$ cat src/rtl/bcd_scan_counter_if.sv
// -----------------------------------------------------------------------------
// bcd_scan_counter_if
// Groups the control and display signals of bcd_scan_counter into one bundle.
//
// Signals:
//   enable      1        prescaler runs and the counter steps while high
//   forward     1        1 = count up, 0 = count down
//   load        1        single-cycle request to load load_value
//   load_value  4*DIGITS packed BCD load value, digit 0 in bits [3:0]
//   a..g        1 each   segment drives, active-low
//   dp          1        decimal point, active-low (always off)
//   an          DIGITS   anode select, one-hot-low
//   wrap        1        single-cycle pulse on rollover/underflow/saturation
//
// Modports:
//   master  drives the controls and watches the display (bench / system)
//   slave   the counter itself
// -----------------------------------------------------------------------------
interface bcd_scan_counter_if #(
   parameter int DIGITS = 4
) ();
   logic                  enable;
   logic                  forward;
   logic                  load;
   logic [4*DIGITS-1:0]   load_value;
   logic                  a, b, c, d, e, f, g;
   logic                  dp;
   logic [DIGITS-1:0]     an;
   logic                  wrap;

   modport master (
      output enable, forward, load, load_value,
      input  a, b, c, d, e, f, g, dp, an, wrap
   );

   modport slave (
      input  enable, forward, load, load_value,
      output a, b, c, d, e, f, g, dp, an, wrap
   );
endinterface

$ cat src/rtl/bcd_scan_counter.sv
// -----------------------------------------------------------------------------
// bcd_scan_counter
// Multi-digit BCD up/down counter with a prescaled step and a multiplexed
// seven-segment display scanner.
//
// Ports:
//   clk_100MHz  in   sole clock, everything on its rising edge
//   reset       in   synchronous, active-high
//   bus         slave modport of bcd_scan_counter_if (controls + display)
//
// Parameters:
//   DIGITS       number of BCD digits / anodes (1..8)
//   TICK_DIV     clock cycles per count step (>=2)
//   REFRESH_DIV  clock cycles per display digit slot (>=2)
//
// Build option:
//   BCD_SATURATE_EN  when defined, the count holds at all-9s (up) and all-0s
//                    (down) instead of wrapping; wrap still pulses.
// -----------------------------------------------------------------------------
module bcd_scan_counter #(
   parameter int DIGITS      = 4,
   parameter int TICK_DIV    = 100000000,
   parameter int REFRESH_DIV = 100000
) (
   input  logic             clk_100MHz,
   input  logic             reset,
   bcd_scan_counter_if.slave bus
);

   localparam int PW = $clog2(TICK_DIV);
   localparam int SW = $clog2(REFRESH_DIV);
   localparam int IW = (DIGITS > 1) ? $clog2(DIGITS) : 1;
   localparam int CW = 4 * DIGITS;

   logic [PW-1:0]     presc_q, presc_d;
   logic [SW-1:0]     scan_q, scan_d;
   logic [IW-1:0]     idx_q, idx_d;
   logic [CW-1:0]     cnt_q, cnt_d, cnt_inc, cnt_dec, load_bcd;
   logic              wrap_q, wrap_d;
   logic [DIGITS-1:0] an_q, an_d;
   logic [6:0]        seg_q, seg_d;
   logic [3:0]        dig_sel;
   logic              all9, all0, carry, borrow, step, boundary;

   // Active-low abcdefg pattern for one hex digit.
   function automatic logic [6:0] seg7(input logic [3:0] v);
      case (v)
         4'h0:    seg7 = 7'b0000001;
         4'h1:    seg7 = 7'b1001111;
         4'h2:    seg7 = 7'b0010010;
         4'h3:    seg7 = 7'b0000110;
         4'h4:    seg7 = 7'b1001100;
         4'h5:    seg7 = 7'b0100100;
         4'h6:    seg7 = 7'b0100000;
         4'h7:    seg7 = 7'b0001111;
         4'h8:    seg7 = 7'b0000000;
         4'h9:    seg7 = 7'b0000100;
         4'hA:    seg7 = 7'b0001000;
         4'hB:    seg7 = 7'b1100000;
         4'hC:    seg7 = 7'b0110001;
         4'hD:    seg7 = 7'b1000010;
         4'hE:    seg7 = 7'b0110000;
         default: seg7 = 7'b0111000;
      endcase
   endfunction

   // Loaded nibbles above 9 are not valid BCD; pin them to 9.
   function automatic logic [CW-1:0] clamp_bcd(input logic [CW-1:0] v);
      clamp_bcd = v;
      for (int i = 0; i < DIGITS; i++) begin
         if (v[4*i +: 4] > 4'd9) clamp_bcd[4*i +: 4] = 4'd9;
      end
   endfunction

   // Ripple-carry increment and ripple-borrow decrement, one digit at a time.
   always_comb begin
      cnt_inc = cnt_q;
      cnt_dec = cnt_q;
      carry   = 1'b1;
      borrow  = 1'b1;
      all9    = 1'b1;
      all0    = 1'b1;
      for (int i = 0; i < DIGITS; i++) begin
         if (cnt_q[4*i +: 4] != 4'd9) all9 = 1'b0;
         if (cnt_q[4*i +: 4] != 4'd0) all0 = 1'b0;
         if (carry) begin
            if (cnt_q[4*i +: 4] >= 4'd9) begin
               cnt_inc[4*i +: 4] = 4'd0;
            end else begin
               cnt_inc[4*i +: 4] = cnt_q[4*i +: 4] + 4'd1;
               carry = 1'b0;
            end
         end
         if (borrow) begin
            if (cnt_q[4*i +: 4] == 4'd0) begin
               cnt_dec[4*i +: 4] = 4'd9;
            end else begin
               cnt_dec[4*i +: 4] = cnt_q[4*i +: 4] - 4'd1;
               borrow = 1'b0;
            end
         end
      end
   end

   assign load_bcd = clamp_bcd(bus.load_value);
   assign step     = bus.enable && (presc_q == PW'(TICK_DIV - 1));
   assign boundary = bus.forward ? all9 : all0;

   always_comb begin
      presc_d = presc_q;
      cnt_d   = cnt_q;
      wrap_d  = 1'b0;
      if (bus.load) begin
         // A load wins over a coincident step and restarts the prescale.
         presc_d = '0;
         cnt_d   = load_bcd;
      end else begin
         if (bus.enable) presc_d = step ? '0 : presc_q + PW'(1);
         if (step) begin
            wrap_d = boundary;
`ifdef BCD_SATURATE_EN
            if (!boundary) cnt_d = bus.forward ? cnt_inc : cnt_dec;
`else
            cnt_d = bus.forward ? cnt_inc : cnt_dec;
`endif
         end
      end
   end

   // Display scan runs independently of enable.
   always_comb begin
      scan_d = scan_q + SW'(1);
      idx_d  = idx_q;
      if (scan_q == SW'(REFRESH_DIV - 1)) begin
         scan_d = '0;
         idx_d  = (idx_q == IW'(DIGITS - 1)) ? '0 : idx_q + IW'(1);
      end
      dig_sel = cnt_q[3:0];
      for (int i = 0; i < DIGITS; i++) begin
         if (idx_q == IW'(i)) dig_sel = cnt_q[4*i +: 4];
      end
      an_d  = ~(DIGITS'(1) << idx_q);
      seg_d = seg7(dig_sel);
   end

   always_ff @(posedge clk_100MHz) begin
      if (reset) begin
         presc_q <= '0;
         cnt_q   <= '0;
         wrap_q  <= 1'b0;
         scan_q  <= '0;
         idx_q   <= '0;
         an_q    <= '1;
         seg_q   <= '1;
      end else begin
         presc_q <= presc_d;
         cnt_q   <= cnt_d;
         wrap_q  <= wrap_d;
         scan_q  <= scan_d;
         idx_q   <= idx_d;
         an_q    <= an_d;
         seg_q   <= seg_d;
      end
   end

   assign {bus.a, bus.b, bus.c, bus.d, bus.e, bus.f, bus.g} = seg_q;
   assign bus.dp   = 1'b1;
   assign bus.an   = an_q;
   assign bus.wrap = wrap_q;

endmodule

$ cat src/flat_wrapper.sv
// flat-port wrapper written by rule: the top's interface ports become plain ports
module bcd_scan_counter_flat 
#(
   parameter int DIGITS      = 4,
   parameter int TICK_DIV    = 100000000,
   parameter int REFRESH_DIV = 100000
)
  (clk_100MHz, reset, bus_enable, bus_forward, bus_load, bus_load_value, bus_a, bus_b, bus_c, bus_d, bus_e, bus_f, bus_g, bus_dp, bus_an, bus_wrap);
  bcd_scan_counter_if #(.DIGITS(DIGITS)) bus_i ();
  input  logic clk_100MHz;
  input  logic reset;
  input wire logic [$bits(bus_i.enable)-1:0] bus_enable;
  input wire logic [$bits(bus_i.forward)-1:0] bus_forward;
  input wire logic [$bits(bus_i.load)-1:0] bus_load;
  input wire logic [$bits(bus_i.load_value)-1:0] bus_load_value;
  output wire logic [$bits(bus_i.a)-1:0] bus_a;
  output wire logic [$bits(bus_i.b)-1:0] bus_b;
  output wire logic [$bits(bus_i.c)-1:0] bus_c;
  output wire logic [$bits(bus_i.d)-1:0] bus_d;
  output wire logic [$bits(bus_i.e)-1:0] bus_e;
  output wire logic [$bits(bus_i.f)-1:0] bus_f;
  output wire logic [$bits(bus_i.g)-1:0] bus_g;
  output wire logic [$bits(bus_i.dp)-1:0] bus_dp;
  output wire logic [$bits(bus_i.an)-1:0] bus_an;
  output wire logic [$bits(bus_i.wrap)-1:0] bus_wrap;
  assign bus_i.enable = bus_enable;
  assign bus_i.forward = bus_forward;
  assign bus_i.load = bus_load;
  assign bus_i.load_value = bus_load_value;
  assign bus_a = bus_i.a;
  assign bus_b = bus_i.b;
  assign bus_c = bus_i.c;
  assign bus_d = bus_i.d;
  assign bus_e = bus_i.e;
  assign bus_f = bus_i.f;
  assign bus_g = bus_i.g;
  assign bus_dp = bus_i.dp;
  assign bus_an = bus_i.an;
  assign bus_wrap = bus_i.wrap;
  bcd_scan_counter #(.DIGITS(DIGITS), .TICK_DIV(TICK_DIV), .REFRESH_DIV(REFRESH_DIV)) u_core (.clk_100MHz(clk_100MHz), .reset(reset), .bus(bus_i));
endmodule
$ cat config.mk
export PLATFORM = sky130hd
export DESIGN_NAME = bcd_scan_counter_flat
export DESIGN_NICKNAME = d
export VERILOG_FILES = /design/src/rtl/bcd_scan_counter_if.sv /design/src/rtl/bcd_scan_counter.sv /design/src/flat_wrapper.sv
export SDC_FILE = /design/constraint.sdc
export NUM_CORES = 1
export LEC_CHECK = 0
export CAP_MARGIN = 20
export CORE_MARGIN = 2
export CORE_UTILIZATION = 63
export DETAILED_ROUTE_END_ITERATION = 12
export GPL_TIMING_DRIVEN = 0
export HOLD_SLACK_MARGIN = 0.05
export PLACE_DENSITY_LB_ADDON = 0.15
export REMOVE_ABC_BUFFERS = 1
export SYNTH_ARGS = -nofsm -noshare
export SYNTH_HDL_FRONTEND = slang
export SYNTH_SLANG_ARGS = --single-unit
$ cat constraint.sdc
create_clock -name clk_100MHz -period 3.85 [get_ports clk_100MHz]
set_input_delay 0.385 -clock clk_100MHz [delete_from_list [all_inputs] [get_ports clk_100MHz]]
set_output_delay 0.385 -clock clk_100MHz [all_outputs]
set_load 0.01 [all_outputs]
---- After elaboration in Yosys (flattened, before gate mapping) ----
Memories as Yosys holds them, arrays and structs flattened. A register that Yosys moved wholly into a read port is not among the register bits.
Cells that the tools add are included.
cells by class
  $lt $le $gt $ge ......................... 8
  reductions and logical operators ........ 19
  multiplexer cells ....................... 45
  $add $sub $neg .......................... 11
  shift operators ......................... 1
  equal/unequal tests ..................... 12
  bitwise operators ....................... 2
operators with widths
  kind                     number
  $mux W4                  21
  $mux W16                 3
  $add A27 B1 Y27 const B  1
  $eq A27 B27 Y1 const B   1
  $mux W27                 1
  $mux W1                  19
  $add A17 B1 Y17 const B  1
  $eq A17 B17 Y1 const B   1
  $add A4 B1 Y4 const B    4
  $ge A4 B4 Y1 const B     4
  $gt A4 B4 Y1 const B     4
  $logic_not A4 Y1         4
  $ne A4 B4 Y1 const B     4
  $reduce_bool A4 Y1       4
  $sub A4 B1 Y4 const B    4
  $ne A3 B1 Y1 const B     3
  $reduce_and A3 Y1        3
  $reduce_bool A3 Y1       3
  $eq A2 B2 Y1 const B     2
  $not A4 Y4               1
  $reduce_or A2 Y1         2
  $shl A1 B2 Y4 const A    1
  $reduce_or A3 Y1         1
  $add A2 B1 Y2 const B    1
  other kinds (5)          5
storage, ports and cells
  logic and storage cells ................. 108
  memories kept ........................... 1
  output and inout port bits .............. 13
  input bits .............................. 21
  memory bits (read-only) ................. 112
  flip-flop bits (word level) ............. 67
memory list
  memory            depth  bits a word  read ports  clocked after Yosys merged registers in  write ports  RTL line                RTL
  (name not given)  16     7            1           1                                        0            bcd_scan_counter.sv:47  case (v)

---- Longest topological paths before layout ----
  depth in word-level cells ............... 8
  depth in mapped cells ................... 11
  gate-level depth less buffers ........... 10

---- Worst setup path after synthesis ----
OpenSTA, ideal clock, no wires.
  kind .................................... register -> register
  from .................................... register u_core.idx_q[0]
  to ...................................... register u_core.seg_q[1]
  setup slack ............................. 1,450 ps
  arrival time ............................ 2,278 ps
  required time ........................... 3,728 ps
  path buffers ............................ 1
  cell stages (with the launch flop) ...... 11
  setup time .............................. 122 ps
  clock period less this slack ............ 2,400 ps
  cell sequence ........................... dfxtp_1 > ha_1 > clkbuf_1 > mux2i_1 > o21ai_0 > mux2i_1 > inv_1 > ha_1 > o21ai_0 > o21ai_0 > a221o_1
on the way
  cells in the longest elaborated chain, start to end .. 4
  elaborated cells between the ends (all ways) .. 6
  classes of those cells .................. eq/ne (3); mux (3)
RTL lines
  element                 RTL line                 RTL
  from (decl)             bcd_scan_counter.sv:37   logic [IW-1:0] idx_q, idx_d;
  from (signal assigned)  bcd_scan_counter.sv:160  idx_q <= idx_d;
  $eq A2 B1 Y1            bcd_scan_counter.sv:140  if (idx_q == IW'(i)) dig_sel = cnt_q[4*i +: 4];
  $mux W4 (2 in a row)    bcd_scan_counter.sv:140
  $mux W4 *               bcd_scan_counter.sv:140
  to (decl)               bcd_scan_counter.sv:41   logic [6:0] seg_q, seg_d;
Every way passes the cells marked *; elsewhere a longest branch is shown, timed or not.
A chain may end at the register's enable or synchronous reset.

---- Final worst setup path ----
  from .................................... register u_core.idx_q[1]
  to ...................................... register u_core.seg_q[1]
Same word-level chain as after synthesis.

==> results.yml <==
power:
  peakVddDrop_uv: 211
  powerDensity_nw_per_um2: 331
  p_leak_nw: 1.78
sta:
  tightest_slew_ns: 0.967
  drv_slew: 0
  setup_viol: 0
  fmax_mhz: 357
  slew_headroom: 0.354
  setup_tns_ns: 0
  layout_setup_ws_ns: 1.05
  fin_crit_ns: 2.80
  fin_skew_ns: 0.0109
  post-route-period-util: 0.727
  rsz0062_at_grt: "false"
  hold_violations: 0
logic_synthesis:
  synth_most_common_cell: "nor2_1"
  synthMuxAreaShare: 0.0295
  yosys_most_used_dff: "dfxtp_1"
  synth-seq-cells: 74
  ys_top_cells_by_count: "nor2_1 (76), dfxtp_1 (74), nand2_1 (30)"
  yosys.area_share.simple: 0.268
  synth_fa_ha_area_frac: 0.0703
  synth-seq-area-share: 0.333
  yosysTopAreaCellShare: 0.333
  synth_top_area_cell: "dfxtp_1"
  synth.area.top_cells: "dfxtp_1 (33%), ha_1 (7.0%), nor2_1 (6.4%)"
  synthXorXnorAreaFrac: 0.0885
  synth_edf_count: 0
  syn_avg_cell_area_um2: 8.21
  synth_compound_area_frac: 0.160
  async_reset_ff_frac: 0
  synth_cell_types: 65
  synth_top_family_by_area: "simple AND/OR/NAND/NOR gates"
  netlist_area_um2: 4450
  synthCells: 542
  ys_warn_count: 0
job:
  drv_cap: 0
worst_hold_path:
  holdCritPathClass: "register to register"
  worstHoldStart: "u_core.scan_q[0]$_SDFF_PP0_"
  hold_end: "u_core.scan_q[0]$_SDFF_PP0_"
  hold_path_depth: 1
grt:
  first_global_vias: 3557
  grt_max_degree: 26
  antenna_found_initial: 0
  grt_overflow: 0
  grtUsageTotal: 0.258
  grt_use_met1: 0.316
  grt-busiest-layer: "met2"
  grt_pass1_wl_um: 15800
  grt_use_met3: 0.0594
  grtUsageMet2: 0.434
clock_tree:
  clock_path_buffers: 2
  cts.repair.resized: 0
  clkLatencyLatePin_ns: 0.36
  clkSlewWorstSetupHoldPaths_ns: 0.08
  cts-hold-fix-buffers: 0
  cts-root-buf: "clkbuf_8"
  tritoncts: "yes"
  numCtsBuffers: 9
  htreeDepth: 3
  cts_sinks: 74
  post-cts-setup-buffer-count: 0
cells_and_area:
  nFillCells: 555
  drive_gt1_frac: 0.0658
  area_growth_pct: 11.7
  nets: 603
  antennaDiodeCount: 0
worst_setup_path:
  startpoint_type: "register"
  arrival_ns: 3.05
  reg2reg_slack_ns: 1.05
  worst-r2r-cell-count: 10
  crit_type: "register to register"
  worstSetupEndpointType: "register"
  r2r-start: "u_core.idx_q[1]$_SDFFE_PP0N_"
  critPathRequiredTime_ns: 4.10
  r2r_end: "u_core.seg_q[1]$_SDFF_PP1_"
  crit_fanout: 7
floorplanning:
  die_h_um: 88.1
  core_um2: 6830
  dieArea_um2: 7750
  ios: 34
  rows: 30
  die_w_um: 88.1
  start_util: 0.652
route:
  drt_iter0_drc: 196
  via_per_inst: 5.97
  wl_per_cell_um: 14.7
  drt_pre_antenna_iters: 7
  drc: 0
  wl_um: 9660
  vias: 3927
  ant_nets: 0
placed_design:
  place.gp.congestion: 0.947
  pre_cts_slack_ns: 0.838
  port_buffers: 32
  hpwl_um: 7010
outcome:
  outcome: "finished, final reports clean"
logic make-up (layout without fill, tap and decap cells):
| group | after synthesis | after routing |
|---|---|---|
| compound gates | 106 | 106 |
| xor+xnor | 45 | 45 |
| fa+ha+maj | 25 | 25 |
| buf+inv | 54 | 74 |
| flops | 74 | 74 |
| mux | 13 | 13 |
| other cells | 1 | 1 |
| simple gates | 224 | 224 |
report_power, final:
| part | internal, W | switching (W) |
|---|---|---|
| Combinational | 0.000126 | 0.000139 |
| Sequential | 0.000789 | 0.0000323 |
| Clock | 0.000254 | 0.000304 |
| Total | 0.00117 | 0.000476 |
cell usage in the layout (no fill, tap or decap), types with 11 or more instances in the layout:
cell / count
o21ai_0: 20
mux2i_1: 12
clkdlybuf4s50_1: 32
nand4_1: 11
xor2_1: 21
nor3_1: 14
nand3_1: 20
nand2_1: 30
nor2b_1: 11
ha_1: 25
inv_1: 25
a21oi_1: 26
nor2_1: 76
dfxtp_1: 74
xnor2_1: 24
critical path, stage by stage, from the launching register on:
cell     delay, ns
dfxtp_1       0.34
inv_1         0.10
ha_1          0.35
mux2i_1       0.27
o21ai_0       0.11
mux2i_1       0.47
inv_1         0.15
ha_1          0.24
o21ai_0       0.13
o21ai_0       0.16
a221o_1       0.36
state kept, by name (all words and copies together), names as in the netlist:
signal,cells
u_core.presc_q,27
u_core.scan_q,17
u_core.cnt_q,16
u_core.seg_q,7
u_core.bus.an,4
u_core.idx_q,2
u_core.bus.wrap,1
metrics by stage:
stage          utilization  cells  cell area, um^2  hold WS [ns]  total power [W]
6_report             0.728    658             4970         0.454          0.00164
4_1_cts              0.728    658             4970         0.456          0.00165
3_3_place_gp         0.698    641             4770         0.428          0.00109
2_1_floorplan            -    513             4330         0.413          0.00100
5_1_grt              0.728    658             4970         0.485          0.00171
3_5_place_dp         0.702    642             4790         0.439          0.00110
layout make-up:
type	count	area, um^2	area share
Tap cell	96	120	0.0242
Multi-Input combinational cell	414	2750	0.553
Inverter	25	93.8	0.0189
Timing Repair Buffer	33	348	0.0700
Clock inverter	5	37.5	0.00755
Sequential cell	74	1480	0.298
Clock buffer	11	141	0.0284
worst max-delay path by stage:
stage,depth (start not counted),endpoint,from
finish,10,u_core.seg_q[1]$_SDFF_PP1_,u_core.idx_q[1]$_SDFFE_PP0N_
global route,10,u_core.seg_q[1]$_SDFF_PP1_,u_core.idx_q[1]$_SDFFE_PP0N_
CTS,10,u_core.seg_q[1]$_SDFF_PP1_,u_core.idx_q[1]$_SDFFE_PP0N_
detailed placement,6,u_core.presc_q[24]$_SDFFE_PP0P_,bus_enable
global placement,4,u_core.presc_q[3]$_SDFFE_PP0P_,reset
floorplan,9,u_core.seg_q[1]$_SDFF_PP1_,u_core.idx_q[0]$_SDFFE_PP0N_
per-layer routing:
layer,vias to the layer above,share of wire,wire length [um]
met5,-,0,0
met4,0,0.023,225
met3,20,0.044,424
met2,87,0.49,4740
met1,1881,0.44,4270
li1,1939,-,-
(Power assumes the default switching activity.)
